**config.mk**
```make
export PLATFORM = sky130hd
export DESIGN_NAME = decode_stage
export DESIGN_NICKNAME = d
export VERILOG_FILES = /design/src/rtl/decode_stage.sv
export SDC_FILE = /design/constraint.sdc
export NUM_CORES = 1
export LEC_CHECK = 0
export CAP_MARGIN = 10
export CORE_ASPECT_RATIO = 0.9
export CORE_MARGIN = 1.5
export CORE_UTILIZATION = 30
export DETAILED_ROUTE_END_ITERATION = 6
export PLACE_DENSITY = 0.65
export SETUP_SLACK_MARGIN = 0.5
export SLEW_MARGIN = 25
export SYNTH_ARGS = -nofsm -noshare
export SYNTH_HDL_FRONTEND = slang
export SYNTH_SLANG_ARGS = --single-unit
```
**constraint.sdc**
```tcl
create_clock -name clk -period 3.96 [get_ports clk]
set_input_delay 0.99 -clock clk [delete_from_list [all_inputs] [get_ports clk]]
set_output_delay 0.99 -clock clk [all_outputs]
set_load 0.05 [all_outputs]
```
**src/rtl/decode_stage.sv**
```systemverilog
// Instruction decode stage (ID) with the ID/EX pipeline register.
// Decodes 9-bit instructions into a control word, ALU op, register indices and
// an immediate. It stalls on a load-use hazard, drops work on a branch flush and
// counts inserted load-use bubbles.
//
// Ports:
//   clk, reset_n           clock, asynchronous active-low reset
//   in_valid/in_ready      fetch handshake; in_ready is combinational
//   in_instr, in_pc        instruction {opcode[8:4], rd[3:2], rs[1:0]} and its PC
//   flush                  kill the held and the incoming instruction
//   out_valid/out_ready    execute handshake on the ID/EX register
//   out_ctrl, out_alu_op   decoded control word and ALU operation
//   out_rd, out_rs         register indices
//   out_imm, out_pc        decoded immediate and PC of the held instruction
//   bubble_cnt             saturating count of load-use bubbles
module decode_stage #(
  parameter int unsigned DW  = 8,
  parameter int unsigned PCW = 8
) (
  input  logic           clk,
  input  logic           reset_n,
  input  logic           in_valid,
  output logic           in_ready,
  input  logic [8:0]     in_instr,
  input  logic [PCW-1:0] in_pc,
  input  logic           flush,
  output logic           out_valid,
  input  logic           out_ready,
  output logic [8:0]     out_ctrl,
  output logic [2:0]     out_alu_op,
  output logic [1:0]     out_rd,
  output logic [1:0]     out_rs,
  output logic [DW-1:0]  out_imm,
  output logic [PCW-1:0] out_pc,
  output logic [15:0]    bubble_cnt
);

  localparam int unsigned CW  = 9;
  localparam int unsigned AW  = 3;
  localparam int unsigned RW  = 2;
  localparam int unsigned BCW = 16;

  localparam logic [AW-1:0] ALU_ADD  = 3'b000;
  localparam logic [AW-1:0] ALU_SUB  = 3'b001;
  localparam logic [AW-1:0] ALU_SHR  = 3'b010;
  localparam logic [AW-1:0] ALU_SHL  = 3'b011;
  localparam logic [AW-1:0] ALU_AND  = 3'b100;
  localparam logic [AW-1:0] ALU_OR   = 3'b101;
  localparam logic [AW-1:0] ALU_XOR  = 3'b110;
  localparam logic [AW-1:0] ALU_PASS = 3'b111;

  // Control words: [8] bnez [7] beqz [6] jump [5] reg_write [4] mem_to_reg
  // [3] alu_src_imm [2] reserved [1] mem_read [0] mem_write
  localparam logic [CW-1:0] C_RR    = 9'b000100000;
  localparam logic [CW-1:0] C_RI    = 9'b000101000;
  localparam logic [CW-1:0] C_BEQZ  = 9'b010000000;
  localparam logic [CW-1:0] C_BNEZ  = 9'b100000000;
  localparam logic [CW-1:0] C_JUMP  = 9'b001000000;
  localparam logic [CW-1:0] C_LOAD  = 9'b000110010;
  localparam logic [CW-1:0] C_STORE = 9'b000000001;

  typedef enum logic [1:0] {
    IMM_ZERO = 2'd0,
    IMM_ZEXT = 2'd1,
    IMM_SEXT = 2'd2
  } imm_kind_e;

  logic [4:0]    opc;
  logic [CW-1:0] dec_ctrl;
  logic [AW-1:0] dec_op;
  logic          reads_rd;
  logic          reads_rs;
  imm_kind_e     imm_kind;
  logic [DW-1:0] dec_imm;

  logic           alive_q;
  logic           valid_q, valid_d;
  logic [CW-1:0]  ctrl_q, ctrl_d;
  logic [AW-1:0]  op_q, op_d;
  logic [RW-1:0]  rd_q, rd_d;
  logic [RW-1:0]  rs_q, rs_d;
  logic [DW-1:0]  imm_q, imm_d;
  logic [PCW-1:0] pc_q, pc_d;
  logic [BCW-1:0] bubble_cnt_q, bubble_cnt_d;

  logic hazard_c;
  logic in_ready_c;
  logic xfer_c;

  assign opc = in_instr[8:4];

  // Opcode decode: control word, ALU op, source-register usage, immediate class
  always_comb begin
    dec_ctrl = '0;
    dec_op   = ALU_PASS;
    reads_rd = 1'b0;
    reads_rs = 1'b0;
    imm_kind = IMM_ZERO;
    casez (opc)
      5'b00000: begin dec_ctrl = C_RR;    dec_op = ALU_ADD; reads_rd = 1'b1; reads_rs = 1'b1; end
      5'b00001: begin dec_ctrl = C_RR;    dec_op = ALU_SUB; reads_rd = 1'b1; reads_rs = 1'b1; end
      5'b0001?: begin dec_ctrl = C_RI;    dec_op = ALU_ADD; reads_rd = 1'b1; imm_kind = IMM_ZEXT; end
      5'b0010?: begin dec_ctrl = C_RI;    dec_op = ALU_SUB; reads_rd = 1'b1; imm_kind = IMM_ZEXT; end
      5'b0011?: begin dec_ctrl = C_RI;    dec_op = ALU_SHR; reads_rd = 1'b1; imm_kind = IMM_ZEXT; end
      5'b0100?: begin dec_ctrl = C_RI;    dec_op = ALU_SHL; reads_rd = 1'b1; imm_kind = IMM_ZEXT; end
      5'b01010: begin dec_ctrl = C_RR;    dec_op = ALU_AND; reads_rd = 1'b1; reads_rs = 1'b1; end
      5'b01011: begin dec_ctrl = C_RR;    dec_op = ALU_OR;  reads_rd = 1'b1; reads_rs = 1'b1; end
      5'b0110?: begin dec_ctrl = C_RI;    dec_op = ALU_AND; reads_rd = 1'b1; imm_kind = IMM_ZEXT; end
      5'b0111?: begin dec_ctrl = C_RR;    dec_op = ALU_XOR; reads_rd = 1'b1; reads_rs = 1'b1; end
      5'b1000?: begin dec_ctrl = C_BEQZ;  reads_rd = 1'b1; imm_kind = IMM_SEXT; end
      5'b1001?: begin dec_ctrl = C_BNEZ;  reads_rd = 1'b1; imm_kind = IMM_SEXT; end
      5'b1010?: begin dec_ctrl = C_JUMP;  imm_kind = IMM_SEXT; end
      5'b10110: begin dec_ctrl = C_LOAD;  reads_rs = 1'b1; end
      5'b10111: begin dec_ctrl = C_STORE; reads_rd = 1'b1; reads_rs = 1'b1; end
      5'b1100?: begin dec_ctrl = C_RR;    reads_rs = 1'b1; end
      5'b1101?: begin dec_ctrl = C_JUMP;  imm_kind = IMM_SEXT; end
      5'b1110?: begin dec_ctrl = C_JUMP;  end
      5'b1111?: begin dec_ctrl = C_RR;    dec_op = ALU_SHL; reads_rd = 1'b1; reads_rs = 1'b1; end
      default: ;
    endcase
  end

  // Immediate extension; ALU-immediate ops borrow opcode bit 0 as the imm MSB
  always_comb begin
    dec_imm = '0;
    case (imm_kind)
      IMM_ZEXT: dec_imm = DW'({in_instr[4], in_instr[1:0]});
      IMM_SEXT: dec_imm = DW'($signed(in_instr[4:0]));
      default:  dec_imm = '0;
    endcase
  end

  // Load-use hazard: held LOAD writes a register the incoming instruction reads
  assign hazard_c = valid_q && ctrl_q[1] && in_valid &&
                    ((reads_rd && (in_instr[3:2] == rd_q)) ||
                     (reads_rs && (in_instr[1:0] == rd_q)));

  // alive_q keeps in_ready low until the first edge after reset release
  assign in_ready_c = alive_q && !flush && !hazard_c && (!valid_q || out_ready);
  assign xfer_c     = in_valid && in_ready_c;

  // ID/EX register next state; flush beats transfer, transfer beats drain
  always_comb begin
    valid_d      = valid_q;
    ctrl_d       = ctrl_q;
    op_d         = op_q;
    rd_d         = rd_q;
    rs_d         = rs_q;
    imm_d        = imm_q;
    pc_d         = pc_q;
    bubble_cnt_d = bubble_cnt_q;
    if (flush) begin
      valid_d = 1'b0;
    end else if (xfer_c) begin
      valid_d = 1'b1;
      ctrl_d  = dec_ctrl;
      op_d    = dec_op;
      rd_d    = in_instr[3:2];
      rs_d    = in_instr[1:0];
      imm_d   = dec_imm;
      pc_d    = in_pc;
    end else if (valid_q && out_ready) begin
      valid_d = 1'b0;
    end
    if (hazard_c && out_ready && !flush && (bubble_cnt_q != '1)) begin
      bubble_cnt_d = bubble_cnt_q + BCW'(1);
    end
  end

  // State registers
  always_ff @(posedge clk or negedge reset_n) begin
    if (!reset_n) begin
      alive_q      <= 1'b0;
      valid_q      <= 1'b0;
      ctrl_q       <= '0;
      op_q         <= ALU_PASS;
      rd_q         <= '0;
      rs_q         <= '0;
      imm_q        <= '0;
      pc_q         <= '0;
      bubble_cnt_q <= '0;
    end else begin
      alive_q      <= 1'b1;
      valid_q      <= valid_d;
      ctrl_q       <= ctrl_d;
      op_q         <= op_d;
      rd_q         <= rd_d;
      rs_q         <= rs_d;
      imm_q        <= imm_d;
      pc_q         <= pc_d;
      bubble_cnt_q <= bubble_cnt_d;
    end
  end

  assign in_ready   = in_ready_c;
  assign out_valid  = valid_q;
  assign out_ctrl   = ctrl_q;
  assign out_alu_op = op_q;
  assign out_rd     = rd_q;
  assign out_rs     = rs_q;
  assign out_imm    = imm_q;
  assign out_pc     = pc_q;
  assign bubble_cnt = bubble_cnt_q;

endmodule

```
==> Word level (Yosys, flattened, before mapping) <==
Index checks and enable logic that the tools add are counted.
W data, S select, Z words.
{ "totals": {"reg_bits": 50, "latch_bits": 0, "ram_bits": 0, "rom_bits": 0, "in_bits": 22, "output_inout_bits": 50, "wordCells": 74, "mem_count": 0} }
{ "classes": {"addsub": 1, "mul": 0, "div_mod_pow": 0, "n_lt_le_gt_ge": 0, "n_eq_ne": 23, "shifts": 0, "muxes": 9, "bitwise_logic": 1, "reduce_logical": 31} }
{ "op_table": {"columns": ["cell", "count"], "rows": [
  ["$pmux W9 S7", 1],
  ["$eq A4 B4 Y1 const B", 7],
  ["$pmux W3 S7", 1],
  ["$add A16 B1 Y16 const B", 1],
  ["$ne A16 B16 Y1 const B", 1],
  ["$pmux W8 S2", 1],
  ["$reduce_or A14 Y1", 1],
  ["$logic_and A1 B1 Y1", 13],
  ["$eq A4 B3 Y1 const B", 3],
  ["$eq A5 B4 Y1 const B", 2],
  ["$eq A5 B5 Y1 const B", 2],
  ["$reduce_or A9 Y1", 1],
  ["$eq A4 B2 Y1 const B", 2],
  ["$reduce_or A2 Y1", 4],
  ["$reduce_or A7 Y1", 1],
  ["$eq A5 B1 Y1 const B", 1],
  ["$logic_not A5 Y1", 1],
  ["$mux W1", 5],
  ["$reduce_or A5 Y1", 1],
  ["$eq A2 B2 Y1", 2],
  ["$eq A4 B1 Y1 const B", 1],
  ["$pmux W2 S2", 1],
  ["$reduce_or A4 Y1", 1],
  ["$logic_not A1 Y1", 3],
  ["7 further kinds", 8]
]} }

==> Longest topological paths before layout <==
Gate-level depths: netlist of the first run.
{ "depth": {"word_depth": 12, "depth_mapped": 9, "depth_no_buf": 8} }

==> Worst setup path before layout of the first run <==
OpenSTA, ideal clock, no wires.
{ "synth_path": {"path_type": "input -> output", "from": "input port in_instr[8]", "to": "output port in_ready", "arrival_time_ps": 2520, "t_required_ps": 2970, "slack_ps": 450, "cell_stages": 5, "n_path_buf": 1, "cell_sequence": "mux2_1 > a32o_1 > a22oi_4 > clkbuf_1 > and2_1"} }
{ "synth_between": {"elab_chain_len": 9, "elab_cells_between_ends": 27, "classes_between": "eq/ne: 15; mux: 2; reduce/logical: 10"} }
{ "synth_lines": {"columns": ["element", "line_no", "rtl"], "rows": [
  ["start, declared", "24", "input logic [8:0] in_instr,"],
  ["$eq A5 B5 Y1 (tied with other cells)", "99", "casez (opc)"],
  ["$reduce_or A14 Y1 (no source line) / $reduce_or A9 Y1 (equally long branches)", null, null],
  ["$mux W1", "99", null],
  ["$logic_and A1 B1 Y1 (on tied branches)", "135, 136", null],
  ["$logic_or A1 B1 Y1 *", "135", "((reads_rd && (in_instr[3:2] == rd_q)) ||"],
  ["$logic_and A1 B1 Y1 *", "134", "assign hazard_c = valid_q && ctrl_q[1] && in_valid &&"],
  ["$logic_not A1 Y1 *", "139", "assign in_ready_c = alive_q && !flush && !hazard_c && (!valid_q || out_ready);"],
  ["$logic_and A1 B1 Y1 * (2 in series)", "139", null],
  ["end, declared", "23", "output logic in_ready,"]
]} }
Every way passes the cells marked *; elsewhere a longest branch is shown, timed or not.

==> Worst setup path after layout of the first run <==
{ "layout_path": {"from": "input port in_instr[1]", "to": "output port in_ready"} }
{ "layout_between": {"elab_chain_len": 7} }
{ "layout_lines": {"columns": ["element", "line_no", "rtl"], "rows": [
  ["$eq A2 B2 Y1", "136", "(reads_rs && (in_instr[1:0] == rd_q)));"],
  ["$logic_and A1 B1 Y1", "136", null],
  ["$logic_or A1 B1 Y1", "135", null],
  ["$logic_and A1 B1 Y1", "134", null],
  ["$logic_not A1 Y1", "139", null],
  ["$logic_and A1 B1 Y1 (2 in series)", "139", null]
]} }
Every way passes these cells.

==> flow_metrics.env, run 1 <==
export IMPL_cpLargestDelayFamily="buffers and inverters"
export IMPL_row_count=30
export IMPL_clk_pin_slew_worst_paths_ps=90
export IMPL_die_h_um=86.0
export IMPL_port_buffers=70
export IMPL_fp_dieArea_mm2=0.00818
export IMPL_n_antenna_cell=0
export IMPL_synth_nets=234
export IMPL_hold_end="out_alu_op[0]"
export IMPL_sw_frac_of_total_pct=36.5
export IMPL_layout_drive_gt1_share_pct=12.8
export IMPL_hp_start="out_alu_op[0]"
export IMPL_synth_edf_count=0
export IMPL_critical_path_depth=6
export IMPL_crit_buf_inv=2
export IMPL_yosysWarningCount=0
export IMPL_synth_cells=209
export IMPL_core_area_mm2=0.00747
export IMPL_status="complete, no violations"
export IMPL_gp_congestion=0.812
export IMPL_crit_fanout=3
export IMPL_fmax_mhz=296
export IMPL_slew_headroom_pct=42.7
export IMPL_internal_power_uw=781
export IMPL_drt_total_wl_mm=5.03
export IMPL_post_cts_buffers=0
export IMPL_drtIter0Drc=71
export IMPL_critical_path_class="in -> out"
export IMPL_worstHoldPathCells=2
export IMPL_worst_r2r_cell_count=5
export IMPL_p_switching_uw=449
export IMPL_cts_root_buf="clkbuf_8"
export IMPL_required_ps=2970
export IMPL_cts_hold_buf=0
export IMPL_report_final_slew_viol_count=0
export IMPL_multi_input_area_mm2=0.00102
export IMPL_worst_slack_ps=581
export IMPL_p_clk_share_pct=24.0
export IMPL_die_w_um=95.2
export IMPL_max_stage_delay_ps=460
export IMPL_p_seq_share_pct=43.5
export IMPL_synth_ff_type="dfrtp_1"
export IMPL_cts_tree="done"
export IMPL_endpoint_kind="primary output"
export IMPL_ff2ff_setup_slack_ps=1640
export IMPL_cts_htree_levels=2
export IMPL_peakVddDrop_mv=0.166
export IMPL_tns_ps=0
export IMPL_rsz0062_at_grt="no"
export IMPL_synthArstFlopShare_pct=100
export IMPL_p_comb_share_pct=32.6
export IMPL_post_route_period_util_pct=85.3
export IMPL_grt_start_max_net_pins=34
export IMPL_p_leak_uw=0.00144
export IMPL_hold_class="reg -> reg"
export IMPL_ys_seq_area_share_pct=49.2
export IMPL_seq_area_mm2=0.00113
export IMPL_start_kind="input port"
export IMPL_critPathSlowestCell="clkdlybuf4s50_1"
export IMPL_r2r_start="bubble_cnt[2]"
export IMPL_avgSynthCellArea_um2=11.0
export IMPL_min_period_ps=3380
export IMPL_tightest_slew_ps=851
export IMPL_p_per_area_mw_per_mm2=384
export IMPL_syn_area_mm2=0.00229
export IMPL_vias_per_cell=4.78
export IMPL_drc=0
export IMPL_firstDrtPassIters=4
export IMPL_path_cells="clkdlybuf4s50_1 > xor2_1 > nor3_1 > a22oi_4 > and2_4 > buf_12"
export IMPL_dp_hpwl_mm=3.69
export IMPL_dp_slack_ps=292
export IMPL_io_pins=72
export IMPL_synth_cell_types=37
export IMPL_grt_use_total_pct=13.5
export IMPL_ant_nets=0
export IMPL_grt_pass1_vias=1827
export IMPL_finalHoldViolCount=0
export IMPL_syn2layout_area_growth_pct=39.4
export IMPL_maxCapViolCount=0
export IMPL_r2r_end="bubble_cnt[1]"
export IMPL_skew_ps=13.1
export IMPL_clk_latency_ps=300
export IMPL_setup_viol=0
export IMPL_cts_path_max_buffers=2
export IMPL_routedWlPerCell_um=13.3
export IMPL_cts_made_buffers=5
export IMPL_start_util_pct=30.7
export IMPL_nets=306
export IMPL_vias=1805
export IMPL_clock_sinks=45
export IMPL_ys_ff_latch=45
export IMPL_grt_pass1_wl_mm=8.63
export IMPL_antenna_found_initial=0
export IMPL_grt_overflow=0
export IMPL_crit_arrival_ps=2390
export IMPL_n_fill_cell=720
## layer usage
layer	global-route usage (%)	share of wire, %
met5	0	0
met4	4.48	1.3
met3	4.52	7.4
met2	20.7	46
met1	17.7	45
## cell usage after synthesis, types with 2 or more instances
| master | count | area (um2) |
|---|---|---|
| conb_1 | 2 | 7.51 |
| nand2_1 | 14 | 52.6 |
| xor2_1 | 18 | 158 |
| a21oi_1 | 3 | 15.0 |
| dfrtp_1 | 42 | 1050 |
| ha_1 | 3 | 37.5 |
| and4_1 | 2 | 17.5 |
| nand3_1 | 5 | 25.0 |
| nor2b_1 | 3 | 18.8 |
| nor4_1 | 6 | 37.5 |
| nor2_1 | 9 | 33.8 |
| o21ai_0 | 4 | 20.0 |
| mux2_1 | 13 | 146 |
| nor3_1 | 9 | 45.0 |
| buf_4 | 5 | 37.5 |
| mux2_2 | 9 | 101 |
| and2_1 | 3 | 18.8 |
| nand4_1 | 6 | 37.5 |
| inv_1 | 12 | 45.0 |
| and3_1 | 5 | 31.3 |
| dfstp_2 | 3 | 78.8 |
| mux2i_1 | 8 | 80.1 |
| o221ai_1 | 2 | 17.5 |
| buf_6 | 2 | 22.5 |
| nor3b_1 | 2 | 15.0 |
| clkbuf_1 | 5 | 18.8 |
| nand2b_1 | 4 | 25.0 |
## registers in the layout, summed over array words and instances, names as in the netlist
signal,flops
bubble_cnt,16
out_imm,5
out_rd,2
out_ctrl,7
out_valid,1
out_pc,8
out_rs,2
out_alu_op,3
alive_q,1
## stage by stage
stage	instance area, um2	std cells	total power (uW)	hold WS [ps]	utilization (%)
3_5_place_dp	3100	370	948	459	41.5
5_1_grt	3200	378	1290	514	42.8
3_3_place_gp	3100	370	943	451	41.5
4_1_cts	3200	378	1250	479	42.8
6_report	3200	378	1230	472	42.8
2_1_floorplan	2300	209	800	574	-
## cell families (layout without fill, tap and decap cells)
kind of cell               after synthesis  in the layout  synth area share, %
other                                    2              2                0.327
and+or+nand+nor                         70             70                 16.2
muxes                                   30             30                 14.3
xor gates and xnor gates                19             19                 7.25
AOI/OAI and AO/OA                       14             14                 4.74
adders and majority gates                3              3                 1.64
buffers and inverters                   26             99                 6.27
DFF                                     45             45                 49.2
## power by group through the flow
stage / Clock (uW) / Sequential [uW] / Combinational, uW
global route: 326 / 541 / 424
detailed placement: 0 / 544 / 404
finish: 294 / 535 / 400
global placement: 0 / 542 / 401
CTS: 307 / 536 / 405
floorplan: 0 / 700 / 100
## tightest hold or removal path: cells and delay by family, from the launching register on
kind / cells / cell delay, ps
buffers and inverters: 1 / 40
DFF: 1 / 380
muxes: 1 / 60
## area by class of cell
type,instances,share of cell area [%]
flip-flops and latches,45,35.3
multi-input cells,138,32.0
repair buffers,79,24.6
well taps,96,3.76
clock buffers,5,2.15
inverters,12,1.41
clock inverters,3,0.665
## repair_timing
action | in CTS | in global routing
pin swaps | 0 | 0
endpoints found under the setup margin | 1 | 1
cloned | 0 | 0
resized for setup | 6 | 1
## layout by cell type, fill, tap and decap left out, types with 3 or more instances in the layout
cell	synthesis	final
clkdlybuf4s50_1	0	64
dfrtp_1	42	42
xor2_1	18	18
nand2_1	14	14
mux2_1	13	13
inv_1	12	12
nor3_1	9	9
nor2_1	9	9
mux2_2	9	9
mux2i_1	8	8
buf_4	5	7
nand4_1	6	6
nor4_1	6	6
and3_1	5	5
nand3_1	5	5
clkbuf_8	0	5
nand2b_1	4	4
o21ai_0	4	4
nor2b_1	3	3
a21oi_1	3	3
ha_1	3	3
dlygate4sd2_1	0	3
dfstp_2	3	3
## how the worst max path moves through the flow
stage,endpoint,from,slack [ps]
5_1_grt,in_ready,in_instr[7],510
3_5_place_dp,in_ready,in_instr[7],290
3_3_place_gp,in_ready,in_instr[7],330
4_1_cts,in_ready,in_instr[5],520
2_1_floorplan,in_ready,in_instr[8],570
6_report,in_ready,in_instr[1],580
Note: power is estimated with default switching activity, not from simulation.
==> inputs of run 2 (changes only) <==
--- a/config.mk
+++ b/config.mk
@@ -5,8 +5,7 @@
 export SDC_FILE = /design/constraint.sdc
 export NUM_CORES = 1
 export LEC_CHECK = 0
-export CAP_MARGIN = 10
-export CORE_ASPECT_RATIO = 0.9
+export CAP_MARGIN = 20
 export CORE_MARGIN = 1.5
 export CORE_UTILIZATION = 30
 export DETAILED_ROUTE_END_ITERATION = 6
==> run 2 against run 1 <==
Compared with the run above: final cell count grew 0.79%; core utilization rose by 1.2 points; power is 5.4% higher; clock power rose by 22%; die area hardly changed; critical endpoint unchanged; largest power group unchanged.
==> flow_metrics.env, run 2 (same netlist as run 1, synthesis figures left out) <==
export IMPL_vias=1757
export IMPL_die_w_um=90.5
export IMPL_status="complete, no violations"
export IMPL_p_leak_uw=0.00146
export IMPL_antenna_found_initial=0
export IMPL_p_switching_uw=435
export IMPL_firstDrtPassIters=4
export IMPL_nets=306
export IMPL_row_count=31
export IMPL_worst_slack_ps=593
export IMPL_cts_htree_levels=2
export IMPL_min_period_ps=3370
export IMPL_p_per_area_mw_per_mm2=401
export IMPL_fin_util_pct=44.0
export IMPL_gp_congestion=0.818
export IMPL_p_comb_share_pct=30.9
export IMPL_drt_total_wl_mm=5.01
export IMPL_routedWlPerCell_um=13.1
export IMPL_cts_made_buffers=5
export IMPL_drtIter0Drc=67
export IMPL_grt_pass1_vias=1786
export IMPL_startpoint="in_valid"
export IMPL_cts_tree="done"
export IMPL_syn2layout_area_growth_pct=40.6
export IMPL_p_clk_share_pct=27.8
export IMPL_fmax_mhz=297
export IMPL_clock_sinks=45
export IMPL_cts_root_buf="clkbuf_8"
export IMPL_fp_dieArea_mm2=0.00818
export IMPL_hold_end="out_alu_op[2]"
export IMPL_grt_start_max_net_pins=46
export IMPL_sw_frac_of_total_pct=33.6
export IMPL_peakVddDrop_mv=0.160
export IMPL_core_area_mm2=0.00733
export IMPL_endpoint_kind="primary output"
export IMPL_r2r_start="out_rd[1]"
export IMPL_ff2ff_setup_slack_ps=1800
export IMPL_clk_pin_slew_worst_paths_ps=80
export IMPL_required_ps=2970
export IMPL_crit_fanout=2
export IMPL_grt_use_total_pct=13.0
export IMPL_start_util_pct=31.3
export IMPL_final_cell_mix="64 x clkdlybuf4s50_1, 42 x dfrtp_1, 18 x xor2_1"
export IMPL_finalHoldViolCount=0
export IMPL_worst_r2r_cell_count=7
export IMPL_dp_hpwl_mm=3.57
export IMPL_setup_viol=0
export IMPL_worstHoldPathCells=2
export IMPL_tns_ps=0
export IMPL_post_route_period_util_pct=85.0
export IMPL_clk_latency_ps=290
export IMPL_cts_hold_buf=0
export IMPL_maxCapViolCount=0
export IMPL_grt_pass1_wl_mm=8.54
export IMPL_mostFrequentLayoutCell="clkdlybuf4s50_1"
export IMPL_vias_per_cell=4.61
export IMPL_ant_nets=0
export IMPL_hold_class="reg -> reg"
export IMPL_cts_path_max_buffers=2
export IMPL_skew_ps=3.58
export IMPL_report_final_slew_viol_count=0
export IMPL_total_power_uw=1300
export IMPL_n_antenna_cell=0
export IMPL_critical_path_class="in -> out"
export IMPL_rsz0062_at_grt="no"
export IMPL_crit_arrival_ps=2380
export IMPL_dp_slack_ps=342
export IMPL_p_seq_share_pct=41.3
export IMPL_layout_drive_gt1_share_pct=12.8
export IMPL_tightest_slew_ps=582
export IMPL_grt_overflow=0
export IMPL_die_h_um=90.5
export IMPL_largest_reg_flops=16
export IMPL_io_pins=72
export IMPL_drc=0
export IMPL_r2r_end="out_rs[1]"
export IMPL_start_kind="input port"
export IMPL_slew_headroom_pct=61.2
export IMPL_port_buffers=70
export IMPL_hp_start="out_alu_op[2]"
export IMPL_internal_power_uw=861
run 2: worst max path at each step:
| stage | to | slack (ps) | cells past startpoint |
|---|---|---|---|
| final | in_ready | 590 | 6 |
| after global routing | in_ready | 490 | 6 |
| after CTS | in_ready | 510 | 7 |
| after detailed placement | in_ready | 340 | 6 |
| after global placement | in_ready | 380 | 6 |
| after floorplan | in_ready | 570 | 5 |
run 2: worst max-delay path, stage by stage:
cell	delay (ps)
clkdlybuf4s50_1	480
nand3_1	150
nor3_1	360
a22oi_4	90
and2_4	160
buf_12	140
run 2: repair_timing:
action | 4_1_cts | 5_1_grt
setup buffers | 2 | 0
endpoints found under the setup margin | 1 | 1
pin swaps | 1 | 0
gates resized for setup | 7 | 2
run 2: final cells by class:
cell class	instances	area (um2)
Clock buffer	7	86.3
Clock inverter	1	30.0
Fill cell	697	4100
Inverter	12	45.0
Multi-Input combinational cell	138	1030
Sequential cell	45	1130
Tap cell	99	124
Timing Repair Buffer	79	782
run 2: layer usage:
layer | GRT usage, % | share of wire, %
met5 | 0 | 0
met4 | 3.31 | 0.66
met3 | 3.62 | 5.1
met2 | 20.0 | 47
met1 | 17.8 | 47
run 2: per-stage QoR:
step / hold slack, ps / cell area [um2] / std cells
floorplan: 574 / 2300 / 209
global placement: 456 / 3080 / 371
detailed placement: 460 / 3080 / 371
CTS: 475 / 3220 / 381
global route: 495 / 3230 / 381
finish: 470 / 3230 / 381
run 2: power groups by stage:
stage | combinational (uW) | clock (uW) | sequential (uW)
after global routing | 422 | 396 | 541
final | 401 | 360 | 534
after CTS | 404 | 373 | 536
after floorplan | 100 | 0 | 700
after global placement | 398 | 0 | 544
after detailed placement | 401 | 0 | 545
==> inputs of run 3 (changes only) <==
--- a/config.mk
+++ b/config.mk
@@ -8,6 +8,7 @@
 export CAP_MARGIN = 20
 export CORE_MARGIN = 1.5
 export CORE_UTILIZATION = 30
+export CTS_CLUSTER_SIZE = 14
 export DETAILED_ROUTE_END_ITERATION = 6
 export PLACE_DENSITY = 0.65
 export SETUP_SLACK_MARGIN = 0.5
==> results of run 3 <==
Final layout, timing and power as in run 2 (identical DEF).
